**src/rtl/wave_draw_scheduler.sv**
```systemverilog
// Decimates stereo audio into plotted waveform points and sequences the shared
// line drawer: black erase columns first, then the white segment to the new point.
module wave_draw_scheduler #(
  parameter int LOG2_SAMPLES = 12,
  parameter int X_STEP       = 4,
  parameter int SCREEN_W     = 640,
  parameter int SCREEN_H     = 480,
  parameter int Y_CENTER     = 240,
  parameter int SCALE_SHIFT  = 16
) (
  input  logic        clk,
  input  logic        reset,
  input  logic        read,
  input  logic [23:0] audio_left,
  input  logic [23:0] audio_right,
  output logic        line_start,
  input  logic        line_done,
  output logic [10:0] x0,
  output logic [10:0] y0,
  output logic [10:0] x1,
  output logic [10:0] y1,
  output logic        line_color,
  output logic        busy,
  output logic        overrun
);

  localparam int AW = 25 + LOG2_SAMPLES;
  localparam int YW = AW + 2;
  localparam logic [10:0] X_LAST = 11'(SCREEN_W - 1);
  localparam logic [10:0] Y_LAST = 11'(SCREEN_H - 1);

  typedef enum logic [2:0] {IDLE, ERASE_REQ, ERASE_WAIT, DRAW_REQ, DRAW_WAIT} state_t;
  state_t state_reg, state_next;

  logic [24:0]             pair_sum;
  logic signed [AW-1:0]    acc_reg, acc_sum, avg, scaled;
  logic signed [YW-1:0]    y_full;
  logic [10:0]             y_point;
  logic [LOG2_SAMPLES-1:0] cnt_reg;
  logic                    point_done, consume;
  logic                    pending_reg, overrun_reg;
  logic [10:0]             pend_y_reg;
  logic [10:0]             x_prev_reg, y_prev_reg, y_new_reg, nx_reg, col_reg, nx_calc;
  logic                    wrap_reg;

  // Window sum includes the read that completes it; the window then restarts empty.
  always_comb begin
    pair_sum = {audio_left[23], audio_left} + {audio_right[23], audio_right};
    acc_sum  = acc_reg + {{(AW-25){pair_sum[24]}}, pair_sum};
    avg      = acc_sum >>> LOG2_SAMPLES;
    scaled   = avg >>> SCALE_SHIFT;
    y_full   = YW'(Y_CENTER) - {{2{scaled[AW-1]}}, scaled};
    if (y_full < 0)
      y_point = '0;
    else if (y_full > YW'(SCREEN_H - 1))
      y_point = Y_LAST;
    else
      y_point = y_full[10:0];
  end

  assign point_done = read && (cnt_reg == '1);
  assign consume    = (state_reg == IDLE) && pending_reg;
  assign nx_calc    = x_prev_reg + 11'(X_STEP);

  always_ff @(posedge clk or posedge reset) begin
    if (reset) begin
      acc_reg <= '0;
      cnt_reg <= '0;
    end else if (read) begin
      if (point_done) begin
        acc_reg <= '0;
        cnt_reg <= '0;
      end else begin
        acc_reg <= acc_sum;
        cnt_reg <= cnt_reg + 1'b1;
      end
    end
  end

  // A point arriving while one is still waiting is dropped, unless the FSM frees the slot this cycle.
  always_ff @(posedge clk or posedge reset) begin
    if (reset) begin
      pending_reg <= 1'b0;
      overrun_reg <= 1'b0;
      pend_y_reg  <= '0;
    end else begin
      if (consume)
        pending_reg <= 1'b0;
      if (point_done) begin
        if (pending_reg && !consume) begin
          overrun_reg <= 1'b1;
        end else begin
          pending_reg <= 1'b1;
          pend_y_reg  <= y_point;
        end
      end
    end
  end

  always_ff @(posedge clk or posedge reset) begin
    if (reset)
      state_reg <= IDLE;
    else
      state_reg <= state_next;
  end

  always_comb begin
    state_next = state_reg;
    line_start = 1'b0;
    x0         = '0;
    y0         = '0;
    x1         = '0;
    y1         = '0;
    line_color = 1'b0;
    case (state_reg)
      IDLE: if (pending_reg) state_next = ERASE_REQ;
      ERASE_REQ: begin
        line_start = 1'b1;
        x0         = col_reg;
        x1         = col_reg;
        y1         = Y_LAST;
        state_next = ERASE_WAIT;
      end
      ERASE_WAIT: begin
        x0 = col_reg;
        x1 = col_reg;
        y1 = Y_LAST;
        if (line_done) begin
          if (col_reg != nx_reg)
            state_next = ERASE_REQ;
          else
            state_next = wrap_reg ? IDLE : DRAW_REQ;
        end
      end
      DRAW_REQ: begin
        line_start = 1'b1;
        x0         = x_prev_reg;
        y0         = y_prev_reg;
        x1         = nx_reg;
        y1         = y_new_reg;
        line_color = 1'b1;
        state_next = DRAW_WAIT;
      end
      DRAW_WAIT: begin
        x0         = x_prev_reg;
        y0         = y_prev_reg;
        x1         = nx_reg;
        y1         = y_new_reg;
        line_color = 1'b1;
        if (line_done) state_next = IDLE;
      end
      default: state_next = IDLE;
    endcase
  end

  // On wrap nx is forced to 0, so the erase range collapses to column 0 alone.
  always_ff @(posedge clk or posedge reset) begin
    if (reset) begin
      x_prev_reg <= '0;
      y_prev_reg <= 11'(Y_CENTER);
      y_new_reg  <= '0;
      nx_reg     <= '0;
      col_reg    <= '0;
      wrap_reg   <= 1'b0;
    end else begin
      case (state_reg)
        IDLE: if (pending_reg) begin
          y_new_reg <= pend_y_reg;
          if (nx_calc > X_LAST) begin
            wrap_reg <= 1'b1;
            nx_reg   <= '0;
            col_reg  <= '0;
          end else begin
            wrap_reg <= 1'b0;
            nx_reg   <= nx_calc;
            col_reg  <= x_prev_reg + 11'd1;
          end
        end
        ERASE_WAIT: if (line_done) begin
          if (col_reg != nx_reg) begin
            col_reg <= col_reg + 11'd1;
          end else if (wrap_reg) begin
            x_prev_reg <= '0;
            y_prev_reg <= y_new_reg;
          end
        end
        DRAW_WAIT: if (line_done) begin
          x_prev_reg <= nx_reg;
          y_prev_reg <= y_new_reg;
        end
        default: ;
      endcase
    end
  end

  assign busy    = (state_reg != IDLE);
  assign overrun = overrun_reg;

endmodule

```
**config.mk**
```make
export PLATFORM = sky130hd
export DESIGN_NAME = wave_draw_scheduler
export DESIGN_NICKNAME = d
export VERILOG_FILES = /design/src/rtl/wave_draw_scheduler.sv
export SDC_FILE = /design/constraint.sdc
export NUM_CORES = 1
export LEC_CHECK = 0
export BUFFER_PORTS_ARGS = -buffer_cell sky130_fd_sc_hd__buf_4
export CAP_MARGIN = 20
export CORE_ASPECT_RATIO = 0.75
export CORE_MARGIN = 3
export CORE_UTILIZATION = 35
export DETAILED_ROUTE_END_ITERATION = 10
export PLACE_DENSITY_LB_ADDON = 0.25
export SLEW_MARGIN = 10
export SYNTH_ARGS = -nofsm -noshare
export SYNTH_HDL_FRONTEND = slang
export SYNTH_SLANG_ARGS = --single-unit
```
**constraint.sdc**
```tcl
create_clock -name clk -period 7.25 [get_ports clk]
set_input_delay 1.45 -clock clk [delete_from_list [all_inputs] [get_ports clk]]
set_output_delay 1.45 -clock clk [all_outputs]
set_load 0.005 [all_outputs]
```
==> flow_metrics.py <==
metrics = {
    "status": {
        "status": "completed",
    },
    "cts": {
        "clk_latency_ns": 0.42,
        "cts_tree": "done",
        "cts_made_buffers": 17,
        "path_clk_slew_ns": 0.06,
        "clock_sinks": 115,
        "cts_max_path_buffers": 2,
        "htreeDepth": 4,
        "cts-root-buf": "clkbuf_16",
        "cts_setup_buffers": 0,
    },
    "die": {
        "die-area_mm2": 0.0285,
        "core_area_mm2": 0.0255,
        "rows": 50,
        "die_h_um": 147,
        "ios": 100,
        "die_w_um": 194,
        "start_util_pct": 36.3,
    },
    "power_and_ir_drop": {
        "powerDensity_mw_per_mm2": 340,
        "vdd_drop_max_v": 0.000210,
        "power_leakage_nw": 5.10,
    },
    "timing": {
        "relSlewSlack_pct": 36.5,
        "tightest_slew_ns": 0.946,
        "fin_crit_ns": 6.57,
        "tns_ns": 0,
        "finalSetupViolCount": 0,
        "fin_skew_ns": 0.0108,
        "drv_slew": 0,
        "finalHoldViolations": 0,
        "period_share_pct": 90.6,
        "rsz0062_at_grt": "false",
        "fmax_ghz": 0.152,
    },
    "global_route": {
        "grt_pass1_vias": 7561,
        "grt_overflow": 0,
        "grt_pass1_wl_um": 40300,
        "grt.total_usage_pct": 17.0,
        "grt_antenna_before_repair": 0,
        "grt_max_degree": 66,
    },
    "drt": {
        "wire_per_inst_um": 16.3,
        "drt-vias-per-instance": 5.39,
        "drtIter0Drc": 580,
        "final_antenna_net_count": 0,
        "vias": 8016,
        "drt-total-wl_um": 24300,
        "firstDrtPassIters": 5,
        "drc": 0,
    },
    "placed_design": {
        "globalplace.congestion": 0.903,
        "place_area_mm2": 0.0103,
        "dp_hpwl_um": 18000,
        "portBuffers": 95,
    },
    "synth": {
        "syn_avg_cell_area_um2": 8.73,
        "yosysWarnings": 0,
        "synthesis.area_mm2": 0.00928,
        "synthFlopType": "dfrtp_1",
        "synth.largest_area_cell": "dfrtp_1",
        "yosysUniqueCellTypes": 81,
        "async_flop_share_pct": 100,
        "ys_ff_latch": 115,
        "synth.yosys.seq_area_share_pct": 31.1,
        "synth_edf_count": 0,
        "synth_top_area_share_pct": 29.9,
        "synthTopCellsByArea": "dfrtp_1 30%, ha_1 9.2%, xnor2_1 4.1%, xor2_1 4.0%, nand2_1 3.9%",
        "postSynthCellCount": 1063,
    },
    "min_path": {
        "min_to": "cnt_reg[2]$_DFFE_PP0P_",
        "whs_path_depth": 1,
        "min-delay-start": "cnt_reg[2]$_DFFE_PP0P_",
        "min_path_type": "flip-flop to flip-flop",
    },
    "critical_path": {
        "reg2reg_to": "pend_y_reg[1]$_DFFE_PP0P_",
        "reg2reg_from": "acc_reg[0]$_DFFE_PP0P_",
        "critPathRequiredTime_ns": 7.52,
        "max_stage_delay_ns": 0.63,
        "cp_cell_sequence": "buf_4 -> ha_1 -> inv_1 -> fa_1 -> nor2b_1 -> o21a_1 -> o21a_1 -> nor2_1 -> o31ai_1 -> and2_1 -> and3_1 -> a31oi_1 -> xnor2_1 -> ha_1 -> nand2_1 -> nor4_2 -> o311ai_4 -> a2111oi_1 -> or3_1 -> nand4_1 -> o21bai_2 -> o311ai_0 -> o311ai_1",
        "end_kind": "flip-flop",
        "path_class": "primary input to flip-flop",
        "arrival_ns": 6.83,
        "worst_r2r_path_depth": 14,
        "slowest_stage": "a2111oi_1",
        "worstSetupStartpointType": "primary input",
        "rrSetupSlack_ns": 3.27,
        "worst-path-buf-inv": 2,
        "path_delay_family": "compound AO/OA/AOI/OAI gates",
        "cp_max_fo": 8,
    },
    "finish": {
        "final_net_count": 1258,
        "fin_util_pct": 42.6,
        "finalInstanceArea_mm2": 0.0109,
        "antenna_cells": 0,
        "largest_register_ff_count": 37,
        "layout-drive-gt1-share_pct": 17.5,
        "syn_to_final_growth_pct": 17.2,
    },
    "run": {
        "maxCapViolations": 0,
    },
}
==> power by group <==
part / internal, mW / leakage [nW] / switching, mW / total, mW
combinational: 0.804 / 3.33 / 1.22 / 2.02
sequential: 0.775 / 1.50 / 0.105 / 0.880
clock: 0.445 / 0.267 / 0.346 / 0.791
==> through the flow <==
stage,setup WS (ns),power (mW),hold slack (ns),instances
2_1_floorplan,0.939,2.45,0.439,1066
4_1_cts,0.583,3.70,0.486,1485
3_3_place_gp,0.357,2.87,0.457,1453
5_1_grt,0.0967,4.01,0.496,1487
6_report,0.682,3.70,0.485,1487
3_5_place_dp,0.165,2.89,0.478,1453
==> kinds of logic after synthesis <==
| group | share of synthesized area [%] |
|---|---|
| mux | 2.66 |
| compound gates | 27.2 |
| flops | 31.1 |
| other cells | 0.0404 |
| fa+ha+maj | 9.60 |
| xor+xnor | 8.02 |
| simple gates | 16.5 |
| buf+inv | 4.98 |
==> synth_stat cells, types with 3 or more instances <==
master / number
a31o_2: 3
and3_1: 15
o31a_1: 4
or3_1: 7
o211a_1: 3
o21ai_0: 57
inv_1: 60
or2_2: 6
o22ai_1: 29
xor2_1: 42
a211o_1: 4
nand3_1: 39
nand2_1: 97
o311ai_0: 6
a21oi_1: 66
nor2_1: 54
o31ai_1: 13
o21a_1: 13
o311ai_1: 5
o21bai_1: 14
nor3_1: 16
nand4_1: 16
nor2b_1: 8
nand2b_1: 12
and4_1: 3
dfstp_2: 4
o32ai_1: 5
ha_1: 68
a31oi_1: 13
a22o_1: 40
a211oi_1: 4
xnor2_1: 43
clkbuf_1: 45
mux2_2: 21
a21o_1: 37
dfrtp_1: 111
and2_1: 14
nor4_1: 3
buf_4: 6
==> how the worst max path moves through the flow <==
stage	to	slack, ns	from	cells after the start
floorplan	pend_y_reg[0]$_DFFE_PP0P_	0.94	audio_left[17]	19
global placement	pend_y_reg[1]$_DFFE_PP0P_	0.36	audio_left[1]	22
detailed placement	pend_y_reg[2]$_DFFE_PP0P_	0.17	audio_left[1]	25
CTS	pend_y_reg[1]$_DFFE_PP0P_	0.58	audio_left[1]	25
global route	pend_y_reg[2]$_DFFE_PP0P_	0.1	audio_left[1]	25
finish	pend_y_reg[2]$_DFFE_PP0P_	0.68	audio_left[0]	23
==> what timing repair did <==
action	in CTS	in global routing
hold buffers	0	0
setup endpoints to repair	0	5
resized for setup	0	2
==> metal layers <==
layer / up-vias / track usage (%) / wire (µm)
li1: 4035 / - / -
met1: 3811 / 26.9 / 13300
met2: 152 / 23.8 / 9770
met3: 18 / 3.09 / 971
met4: 0 / 3.48 / 222
met5: - / 0 / 0
==> layout by cell type, fill, tap and decap left out, types with 29 or more instances in the layout <==
master | Yosys | layout
dfrtp_1 | 111 | 111
buf_4 | 6 | 104
nand2_1 | 97 | 97
ha_1 | 68 | 68
a21oi_1 | 66 | 65
inv_1 | 60 | 59
o21ai_0 | 57 | 57
nor2_1 | 54 | 54
xnor2_1 | 43 | 43
xor2_1 | 42 | 42
a22o_1 | 40 | 40
nand3_1 | 39 | 39
a21o_1 | 37 | 37
o22ai_1 | 29 | 29
==> cell type report <==
| cell class | count | area (µm²) |
|---|---|---|
| fillers | 2573 | 14600 |
| multi-input cells | 835 | 5950 |
| flip-flops and latches | 115 | 2880 |
| repair buffers | 107 | 840 |
| clock buffers | 17 | 425 |
| well taps | 338 | 423 |
| inverters | 60 | 228 |
| clock inverters | 15 | 124 |
==> worst register-to-register path, cell delays in order, from the launching register on <==
cell and delay [ns]:
dfrtp_1 0.38, ha_1 0.24, fa_1 0.44, a211oi_2 0.23, o21a_1 0.19, o21bai_2 0.15, o311ai_4 0.44, a21oi_1 0.13
o31a_1 0.30, inv_1 0.12, ha_1 0.23, o211ai_1 0.17, a21oi_1 0.29, o211ai_2 0.19, o311ai_1 0.37
Note: power is estimated with default switching activity, not from simulation.
